<file path="src/rtl/dct8_odd_acc.sv">
// -----------------------------------------------------------------------------
// dct8_odd_acc
//   Serial odd-part accumulator of the 8-point DCT-II. Takes the four odd
//   butterfly differences o0..o3 one per accepted beat, scales each by the
//   odd-row constants 89/75/50/18 with shift-add logic, and accumulates the
//   four odd outputs y1/y3/y5/y7. On the fourth beat the sums are rounded,
//   right-shifted by SHIFT, clipped to 16 bits and registered for output.
//
// Parameters
//   SHIFT      final right-shift applied to the sums (1..8)
//
// Ports
//   clk        clock, rising-edge
//   rst_n      asynchronous active-low reset
//   in_valid   in_data holds a valid odd difference
//   in_ready   block can take in_data this cycle
//   in_data    12-bit signed odd difference, k = 0,1,2,3 in order
//   out_valid  out_y* hold a completed column
//   out_ready  downstream takes the outputs this cycle
//   out_y1..7  16-bit signed rounded, clipped odd coefficients
// -----------------------------------------------------------------------------
module dct8_odd_acc #(
  parameter int SHIFT = 3
) (
  input  logic               clk,
  input  logic               rst_n,
  input  logic               in_valid,
  output logic               in_ready,
  input  logic        [11:0] in_data,
  output logic               out_valid,
  input  logic               out_ready,
  output logic signed [15:0] out_y1,
  output logic signed [15:0] out_y3,
  output logic signed [15:0] out_y5,
  output logic signed [15:0] out_y7
);

  localparam logic signed [21:0] RND = 22'sd1 <<< (SHIFT - 1);

  // State
  logic        [1:0]  k_q, k_d;
  logic signed [20:0] acc1_q, acc3_q, acc5_q, acc7_q;
  logic signed [20:0] acc1_d, acc3_d, acc5_d, acc7_d;
  logic signed [15:0] y1_q, y3_q, y5_q, y7_q;
  logic signed [15:0] y1_d, y3_d, y5_d, y7_d;
  logic               out_valid_q, out_valid_d;

  // Handshake
  logic in_acc, out_acc, last_acc;

  assign in_ready = !(out_valid_q && !out_ready);
  assign in_acc   = in_valid && in_ready;
  assign out_acc  = out_valid_q && out_ready;
  assign last_acc = in_acc && (k_q == 2'd3);

  // Shift-add multiples of the input, 20-bit signed
  logic signed [19:0] x, m9, m25, m18, m50, m75, m89;

  assign x   = {{8{in_data[11]}}, in_data};
  assign m9  = x + (x <<< 3);
  assign m25 = m9 + (x <<< 4);
  assign m18 = m9 <<< 1;
  assign m50 = m25 <<< 1;
  assign m75 = (m25 <<< 2) - m25;   // 100x - 25x
  assign m89 = m25 + (x <<< 6);

  function automatic logic signed [20:0] ext(input logic signed [19:0] v);
    return {v[19], v};
  endfunction

  // Round half-up, arithmetic shift, saturate to 16 bits.
  function automatic logic signed [15:0] round_clip(input logic signed [20:0] s);
    logic signed [21:0] r;
    r = ($signed({s[20], s}) + RND) >>> SHIFT;
    if (r > 22'sd32767)       return 16'sh7fff;
    else if (r < -22'sd32768) return 16'sh8000;
    else                      return r[15:0];
  endfunction

  // Per-beat signed terms selected by the sample index
  logic signed [20:0] t1, t3, t5, t7;

  // NOTE: every signal driven from always_comb gets a default up front so no
  // path leaves it unassigned; otherwise synthesis infers a latch.
  always_comb begin
    t1 = '0;
    t3 = '0;
    t5 = '0;
    t7 = '0;
    unique case (k_q)
      2'd0: begin t1 =  ext(m89); t3 =  ext(m75); t5 =  ext(m50); t7 =  ext(m18); end
      2'd1: begin t1 =  ext(m75); t3 = -ext(m18); t5 = -ext(m89); t7 = -ext(m50); end
      2'd2: begin t1 =  ext(m50); t3 = -ext(m89); t5 =  ext(m18); t7 =  ext(m75); end
      2'd3: begin t1 =  ext(m18); t3 = -ext(m50); t5 =  ext(m75); t7 = -ext(m89); end
      default: ;
    endcase
  end

  // Next-state logic
  logic signed [20:0] s1, s3, s5, s7;

  assign s1 = acc1_q + t1;
  assign s3 = acc3_q + t3;
  assign s5 = acc5_q + t5;
  assign s7 = acc7_q + t7;

  always_comb begin
    k_d         = k_q;
    acc1_d      = acc1_q;
    acc3_d      = acc3_q;
    acc5_d      = acc5_q;
    acc7_d      = acc7_q;
    y1_d        = y1_q;
    y3_d        = y3_q;
    y5_d        = y5_q;
    y7_d        = y7_q;
    out_valid_d = out_valid_q;

    if (out_acc) out_valid_d = 1'b0;

    if (in_acc) begin
      k_d = k_q + 2'd1;   // wraps 3 -> 0
      if (last_acc) begin
        // Column complete: publish the results and start the next column
        // from zero. A simultaneous output accept is overridden here.
        acc1_d      = '0;
        acc3_d      = '0;
        acc5_d      = '0;
        acc7_d      = '0;
        y1_d        = round_clip(s1);
        y3_d        = round_clip(s3);
        y5_d        = round_clip(s5);
        y7_d        = round_clip(s7);
        out_valid_d = 1'b1;
      end else begin
        acc1_d = s1;
        acc3_d = s3;
        acc5_d = s5;
        acc7_d = s7;
      end
    end
  end

  // NOTE: state registers use non-blocking assignments so every flop samples
  // the pre-edge values, independent of statement order.
  always_ff @(posedge clk or negedge rst_n) begin
    if (!rst_n) begin
      k_q         <= '0;
      acc1_q      <= '0;
      acc3_q      <= '0;
      acc5_q      <= '0;
      acc7_q      <= '0;
      y1_q        <= '0;
      y3_q        <= '0;
      y5_q        <= '0;
      y7_q        <= '0;
      out_valid_q <= 1'b0;
    end else begin
      k_q         <= k_d;
      acc1_q      <= acc1_d;
      acc3_q      <= acc3_d;
      acc5_q      <= acc5_d;
      acc7_q      <= acc7_d;
      y1_q        <= y1_d;
      y3_q        <= y3_d;
      y5_q        <= y5_d;
      y7_q        <= y7_d;
      out_valid_q <= out_valid_d;
    end
  end

  assign out_valid = out_valid_q;
  assign out_y1    = y1_q;
  assign out_y3    = y3_q;
  assign out_y5    = y5_q;
  assign out_y7    = y7_q;

endmodule

</file>
<file path="config.mk">
export PLATFORM = sky130hd
export DESIGN_NAME = dct8_odd_acc
export DESIGN_NICKNAME = d
export VERILOG_FILES = /design/src/rtl/dct8_odd_acc.sv
export SDC_FILE = /design/constraint.sdc
export NUM_CORES = 1
export LEC_CHECK = 0
export CAP_MARGIN = 20
export CORE_UTILIZATION = 63
export DETAILED_ROUTE_END_ITERATION = 6
export PLACE_DENSITY = 0.83
export SYNTH_ARGS = -nofsm -noshare
export SYNTH_HDL_FRONTEND = slang
export SYNTH_SLANG_ARGS = --single-unit
</file>
<file path="constraint.sdc">
create_clock -name clk -period 7 [get_ports clk]
set_clock_uncertainty 0.1 [all_clocks]
set_input_delay 1.75 -clock clk [delete_from_list [all_inputs] [get_ports clk]]
set_output_delay 1.75 -clock clk [all_outputs]
set_load 0.01 [all_outputs]
</file>
==> flow_summary.json, run 1 <==
{
  "cts_made_buffers": 17,
  "htree_levels": 4,
  "yosysUniqueCellTypes": 93,
  "postSynth.asyncResetShare": 1.00,
  "ys_warn_count": 0,
  "dpl-instance-area_mm2": 0.0224,
  "synthFlopType": "dfrtp_1",
  "globalRouteOverflowTotal": 772,
  "pin_count": 82,
  "num_rows": 58,
  "io_buffers": 81,
  "die_w_um": 164,
  "die_h_um": 164,
  "ys_seq_area_frac": 0.229,
  "syn_area_mm2": 0.0165,
  "grt_pass1_vias": 30112,
  "root_buffer": "clkbuf_16",
  "synth_fp_nets": 2234,
  "post-dp-hpwl_um": 48000,
  "synth-edff-count": 0,
  "haltStage": "global routing (5_1_grt)",
  "gr-usage-all-layers": 0.919,
  "grt_max_degree": 99,
  "grt_pass1_wl_um": 191000,
  "syn_inst": 2068,
  "clockBufferDepth": 2,
  "ctsHoldBuffers": 0,
  "start_util": 0.649,
  "clock_sinks": 151,
  "status": "stopped before the end",
  "ys_ff_latch": 151,
  "stop_error": "[ERROR GRT-0116] Global routing finished with congestion. Check the congestion regions in the DRC Viewer.",
  "avgSynthCellArea_um2": 7.98,
  "place.gp.congestion": 1.05
}
## kinds of logic after synthesis
| family | Yosys count | synth area share |
|---|---|---|
| compound gates | 741 | 0.307 |
| simple gates | 643 | 0.193 |
| xor+xnor | 204 | 0.110 |
| buf+inv | 174 | 0.0408 |
| flops | 151 | 0.229 |
| fa+ha+maj | 150 | 0.117 |
| mux | 5 | 0.00326 |
## through the flow
step                      hold WS [ps]  utilization  instances  setup slack, ps
after CTS                          390        0.976       3091            -1560
after detailed placement           372        0.881       2986            -2820
after global placement             358        0.881       2986            -2330
after floorplan                    354            -       2068            -1680
## cells in the mapped netlist, types with 36 or more instances
| master | number | area (µm²) |
|---|---|---|
| a21oi_1 | 167 | 836 |
| inv_1 | 76 | 285 |
| nor3_1 | 46 | 230 |
| xnor2_1 | 136 | 1190 |
| o211ai_1 | 36 | 270 |
| nor2_1 | 191 | 717 |
| a22o_1 | 50 | 438 |
| dfrtp_1 | 151 | 3780 |
| clkbuf_1 | 81 | 304 |
| nand3_1 | 54 | 270 |
| a21o_1 | 39 | 293 |
| xor2_1 | 66 | 578 |
| ha_1 | 143 | 1790 |
| nand2_1 | 159 | 597 |
| o21ai_0 | 153 | 766 |
## what timing repair did
item                                    4_1_cts
endpoints found under the hold margin         0
pin swaps                                   119
endpoints found under the setup margin      110
gates cloned                                  4
buffers inserted                             70
gates resized for setup                     285
## metal layers
metal	overflow	GRT usage
met1	13	0.878
met2	493	1.07
met3	18	0.796
met4	247	0.993
met5	1	0.513
==> run 2: changes to the inputs <==
--- a/config.mk
+++ b/config.mk
@@ -6,9 +6,9 @@
 export NUM_CORES = 1
 export LEC_CHECK = 0
 export CAP_MARGIN = 20
-export CORE_UTILIZATION = 63
+export CORE_UTILIZATION = 40
 export DETAILED_ROUTE_END_ITERATION = 6
-export PLACE_DENSITY = 0.83
+export PLACE_DENSITY_LB_ADDON = 0.15
 export SYNTH_ARGS = -nofsm -noshare
 export SYNTH_HDL_FRONTEND = slang
 export SYNTH_SLANG_ARGS = --single-unit
==> run 2 against run 1 <==
The flow now finishes, with violations (setup timing). Synthesized cell count did not move. Synthesized area did not move.
==> flow_summary.json, run 2 <==
{
  "status": "finished with violations",
  "violations": "setup timing",
  "fmax_mhz": 116,
  "cp_slowest_stage_delay_ps": 560,
  "grt_use_met3": 0.0391,
  "pre_cts_slack_ps": -2740,
  "globalRouteOverflowTotal": 0,
  "ys_ff_latch": 151,
  "synth_area_leader_cell": "dfrtp_1",
  "cp-end-kind": "flop",
  "synth-edff-count": 0,
  "htree_levels": 4,
  "io_buffers": 81,
  "met2_usage": 0.522,
  "place_inst": 3268,
  "die_h_um": 205,
  "antennaDiodeCount": 0,
  "grt_pass1_wl_um": 103000,
  "critical_path.max_fanout": 7,
  "tns_ps": -117070,
  "postRouteAntennaNets": 0,
  "synth_adder_area_share": 0.117,
  "slew_headroom": 0.316,
  "synth_fp_nets": 2234,
  "place.gp.congestion": 0.970,
  "post-route-min-period_ps": 8620,
  "cts_tree": "yes",
  "rrSetupSlack_ps": 1220,
  "min_path_cells": 2,
  "avgSynthCellArea_um2": 7.98,
  "finalHoldViolCount": 0,
  "setup_ws_ps": -1620,
  "cap_violations": 0,
  "top_usage_layer": "met2",
  "tightest_slew_ps": 1020,
  "yosys.area.top_type_share": 0.229,
  "yosysUniqueCellTypes": 93,
  "grt_max_degree": 87,
  "final_cell_mix": "buf_4 (751), nor2_1 (167), nand2_1 (151), dfrtp_1 (151), o21ai_0 (127)",
  "wl_um": 67200,
  "die_w_um": 205,
  "vias": 19597,
  "drive_gt1_frac": 0.425,
  "routedWlPerCell_um": 19.7,
  "synth_area_leaders": "dfrtp_1 (23%), ha_1 (11%), xnor2_1 (7.2%), a21oi_1 (5.1%), o21ai_0 (4.6%)",
  "post-route-period-util": 1.23,
  "root_buffer": "clkbuf_16",
  "synth_top_family_by_area": "compound AO/OA/AOI/OAI gates",
  "crit_top_cell": "buf_4",
  "syn_inst": 2068,
  "hp-class": "flop to flop",
  "rr_endpoint": "out_y5[9]$_DFFE_PN0P_",
  "r2r_cells": 20,
  "synthFlopType": "dfrtp_1",
  "syn_area_mm2": 0.0165,
  "r2r_start": "k_q[1]$_DFFE_PN0P_",
  "clk_pin_slew_ps": 70,
  "synth_compound_area_frac": 0.307,
  "dr.pass1.iters": 6,
  "antenna_found_initial": 1,
  "start_util": 0.405,
  "fp.dieArea_mm2": 0.0421,
  "synthToLayoutAreaGrowth_pct": 63.3,
  "synthTopCellsByCount": "nor2_1 (191), a21oi_1 (167), nand2_1 (159)",
  "ys_seq_area_frac": 0.229,
  "nets": 3027,
  "pin_count": 82,
  "synthMuxAreaShare": 0.00326,
  "clock_sinks": 151,
  "post-dp-hpwl_um": 48800,
  "clk_latency_ps": 470,
  "gr-usage-all-layers": 0.313,
  "seq_area_mm2": 0.00378,
  "cp-start-kind": "input pin",
  "fillers": 3329,
  "grt_pass1_vias": 19320,
  "ctsHoldBuffers": 0,
  "fin_cells": 3406,
  "grt_setup_unrepaired": "true",
  "synthXorXnorAreaFrac": 0.110,
  "route.detailed.drc": 0,
  "first_iter_violations": 1324,
  "critical_path_class": "input pin to flop",
  "worstHoldEndpoint": "out_y1[15]$_DFFE_PN0P_",
  "num_rows": 74,
  "synth.most_common_cell": "nor2_1",
  "core_mm2": 0.0407,
  "final_common_cell": "buf_4",
  "required_ps": 7290,
  "grtUsageMet1": 0.421,
  "viasPerCell": 5.75,
  "crit_slowest_cell": "or4_4",
  "postSynth.asyncResetShare": 1.00,
  "hold_start": "out_y1[15]$_DFFE_PN0P_",
  "multiInputGateArea_mm2": 0.0147,
  "crit_arrival_ps": 8910,
  "setup_viol": 101,
  "clockBufferDepth": 2,
  "ys_warn_count": 0,
  "cts_made_buffers": 17,
  "synthSimpleGateAreaFrac": 0.193,
  "final_max_slew_viol_count": 0
}
## run 2: cell counts after synthesis
No cell type changed its count.
## run 2: cells by family after synthesis
family / Yosys count
buffers and inverters: 174
AO/OA/AOI/OAI: 741
adder cells (fa/ha/maj): 150
XOR/XNOR: 204
flip-flops: 151
AND/OR/NAND/NOR: 643
multiplexers: 5
## run 2: final cells by class
class / instances / share of cell area
multi-input cells: 1744 / 0.545
repair buffers: 869 / 0.258
flip-flops and latches: 151 / 0.140
well taps: 532 / 0.0247
clock buffers: 17 / 0.0158
inverters: 78 / 0.0109
clock inverters: 15 / 0.00613
## run 2: critical path, delay by kind of cell
family | cells | cell delay (ps)
XOR/XNOR | 4 | 730
AO/OA/AOI/OAI | 13 | 2880
buffers and inverters | 5 | 740
AND/OR/NAND/NOR | 9 | 1880
adder cells (fa/ha/maj) | 4 | 920
## run 2: worst max path at each step
stage / start / to / slack (ps) / cells after the start
floorplan: in_data[0] / out_y7[13]$_DFFE_PN0P_ / -1680 / 34
global placement: in_data[3] / out_y7[6]$_DFFE_PN0P_ / -2550 / 31
detailed placement: in_data[3] / out_y7[7]$_DFFE_PN0P_ / -2740 / 31
CTS: in_data[3] / out_y7[9]$_DFFE_PN0P_ / -1390 / 33
global route: in_data[3] / out_y5[2]$_DFFE_PN0P_ / -1880 / 36
finish: in_data[3] / out_y3[3]$_DFFE_PN0P_ / -1620 / 35
## run 2: what timing repair did
| action | 4_1_cts | 5_1_grt |
|---|---|---|
| gates cloned | 3 | 1 |
| pin swaps | 153 | 101 |
| setup buffers | 68 | 40 |
| endpoints found under the setup margin | 111 | 107 |
| gates resized for setup | 309 | 152 |
| endpoints found under the hold margin | 0 | 0 |
## run 2: metrics by stage
| stage | utilization | instance area (µm²) | hold WS [ps] |
|---|---|---|---|
| 4_1_cts | 0.635 | 25900 | 386 |
| 5_1_grt | 0.661 | 26900 | 405 |
| 3_3_place_gp | 0.570 | 23200 | 361 |
| 6_report | 0.661 | 26900 | 382 |
| 2_1_floorplan | - | 17000 | 354 |
| 3_5_place_dp | 0.570 | 23200 | 365 |
## run 2: metal layers
metal	wire, µm	vias to the layer above
met2	32000	574
met3	3050	116
li1	-	9320
met4	1840	2
met1	30300	9585
met5	15	-
Power of run 2 is left out: the tool's default activity adds up to more than one toggle a clock period on the data nets, which glitch-free logic cannot reach.
==> run 3: changes to the inputs <==
--- a/config.mk
+++ b/config.mk
@@ -9,6 +9,7 @@
 export CORE_UTILIZATION = 40
 export DETAILED_ROUTE_END_ITERATION = 6
 export PLACE_DENSITY_LB_ADDON = 0.15
+export REMOVE_ABC_BUFFERS = 1
 export SYNTH_ARGS = -nofsm -noshare
 export SYNTH_HDL_FRONTEND = slang
 export SYNTH_SLANG_ARGS = --single-unit
==> run 3 against run 2 <==
The flow finishes with violations (DRC, setup timing). First-iteration DRC count up 1.6%. Sequential cell count unchanged. Global-route usage down 0.53 points. Utilization down 1.8 points. Maximum frequency down 1.5%. Via count about the same. Worst hold slack worse by 4.8 ps. Register-to-register slack worse by 70 ps. Critical path depth down 1. Final area down 2.8%. Wire length down 1.5%. Non-clock buffer count down 16. Critical endpoint is now out_y5[0]$_DFFE_PN0P_. Largest cell class unchanged.
==> flow_summary.json, run 3 (synthesis gave the netlist of run 2 again) <==
{
  "status": "finished with violations",
  "violations": "DRC, setup timing",
  "min_path_cells": 2,
  "grt_max_degree": 59,
  "gr-usage-all-layers": 0.308,
  "required_ps": 7310,
  "io_buffers": 81,
  "pin_count": 82,
  "viasPerCell": 5.78,
  "start_util": 0.405,
  "cp-start-kind": "input pin",
  "startpoint": "in_data[1]",
  "worstHoldEndpoint": "out_y7[15]$_DFFE_PN0P_",
  "cp_slowest_stage_delay_ps": 520,
  "final_cell_mix": "buf_4 (736), nor2_1 (170), nand2_1 (153)",
  "crit_slowest_cell": "or4b_4",
  "critical_path_class": "input pin to flop",
  "cap_violations": 0,
  "drive_gt1_frac": 0.402,
  "clock_sinks": 151,
  "vias": 19583,
  "ctsHoldBuffers": 0,
  "rr_endpoint": "out_y7[9]$_DFFE_PN0P_",
  "num_rows": 74,
  "htree_levels": 4,
  "die_h_um": 205,
  "grt_setup_unrepaired": "true",
  "antenna_found_initial": 0,
  "tightest_slew_ps": 1150,
  "post-route-min-period_ps": 8750,
  "dr.pass1.iters": 7,
  "nets": 3011,
  "r2r_cells": 21,
  "place.gp.congestion": 0.977,
  "cts_made_buffers": 17,
  "antennaDiodeCount": 0,
  "hp-class": "flop to flop",
  "globalRouteOverflowTotal": 0,
  "setup_viol": 98,
  "hold_start": "out_y7[15]$_DFFE_PN0P_",
  "postRouteAntennaNets": 0,
  "finalHoldViolCount": 0,
  "post-dp-hpwl_um": 48300,
  "fp.dieArea_mm2": 0.0421,
  "first_iter_violations": 1345,
  "critical_path.max_fanout": 6,
  "final_common_cell": "buf_4",
  "routedWlPerCell_um": 19.5,
  "grt_pass1_vias": 19209,
  "fillers": 3468,
  "fmax_mhz": 114,
  "clk_latency_ps": 510,
  "route.detailed.drc": 3,
  "synthToLayoutAreaGrowth_pct": 58.8,
  "crit_arrival_ps": 9060,
  "core_mm2": 0.0407,
  "r2r_start": "k_q[0]$_DFFE_PN0P_",
  "cts_tree": "yes",
  "clockBufferDepth": 2,
  "grt_pass1_wl_um": 102000,
  "setup_ws_ps": -1750,
  "wl_um": 66200,
  "cp-end-kind": "flop",
  "pre_cts_slack_ps": -3280,
  "rrSetupSlack_ps": 1150,
  "post-route-period-util": 1.25,
  "final_max_slew_viol_count": 0,
  "root_buffer": "clkbuf_16",
  "slew_headroom": 0.229,
  "clk_pin_slew_ps": 70,
  "die_w_um": 205
}
run 3: cell types whose count changed in the layout (fill, tap and decap cells not counted), sizes merged:
cell           delta
clkinv            +1
clkdlybuf4s15     +2
a31o              +1
buf              -17
bufinv            +1
inv               -4
o221a             -1
clkinvlp          +2
dlygate4sd2       +1
clkbuf            -2
run 3: area by class of cell:
type	instances	area [µm²]	area share
Sequential cell	151	3780	0.144
Clock inverter	15	195	0.00745
Inverter	78	298	0.0114
Multi-Input combinational cell	1744	14000	0.535
Timing Repair Buffer	853	6820	0.260
Clock buffer	17	425	0.0162
Tap cell	532	666	0.0254
run 3: stage by stage:
stage	setup TNS, ps	hold slack [ps]	cell area (µm²)	cells	utilization
after detailed placement	-270400	374	22700	3254	0.557
after floorplan	-175730	355	16100	1972	-
after global routing	-144110	415	26200	3390	0.643
after CTS	-96120	391	25100	3359	0.616
final	-115370	377	26200	3390	0.643
after global placement	-257550	360	22700	3254	0.557
run 3: per-layer routing:
layer,track usage,up-vias,wire length (µm)
li1,-,9311,-
met1,0.389,9568,28600
met2,0.517,561,31900
met3,0.0469,143,3110
met4,0.135,0,2570
met5,0,-,0
run 3: how the worst max path moves through the flow:
stage	to	slack [ps]	cells after the start
floorplan	out_y5[0]$_DFFE_PN0P_	-2660	30
global placement	out_y7[1]$_DFFE_PN0P_	-3180	33
detailed placement	out_y7[9]$_DFFE_PN0P_	-3280	33
CTS	out_y7[9]$_DFFE_PN0P_	-1690	38
global route	out_y7[4]$_DFFE_PN0P_	-2050	35
finish	out_y5[0]$_DFFE_PN0P_	-1750	34
run 3: timing repair:
| item | 4_1_cts | 5_1_grt |
|---|---|---|
| setup endpoints to repair | 115 | 109 |
| cloned | 3 | 2 |
| resized for setup | 267 | 176 |
| setup buffers | 71 | 36 |
| pin swaps | 86 | 110 |
run 3: worst max-delay path, delay by kind of cell:
family	cells	cell delay, ps
AND/OR/NAND/NOR	6	1670
adder cells (fa/ha/maj)	4	1120
XOR/XNOR	3	500
buffers and inverters	7	1080
AO/OA/AOI/OAI	14	2940
Power of run 3 is left out for the same reason.
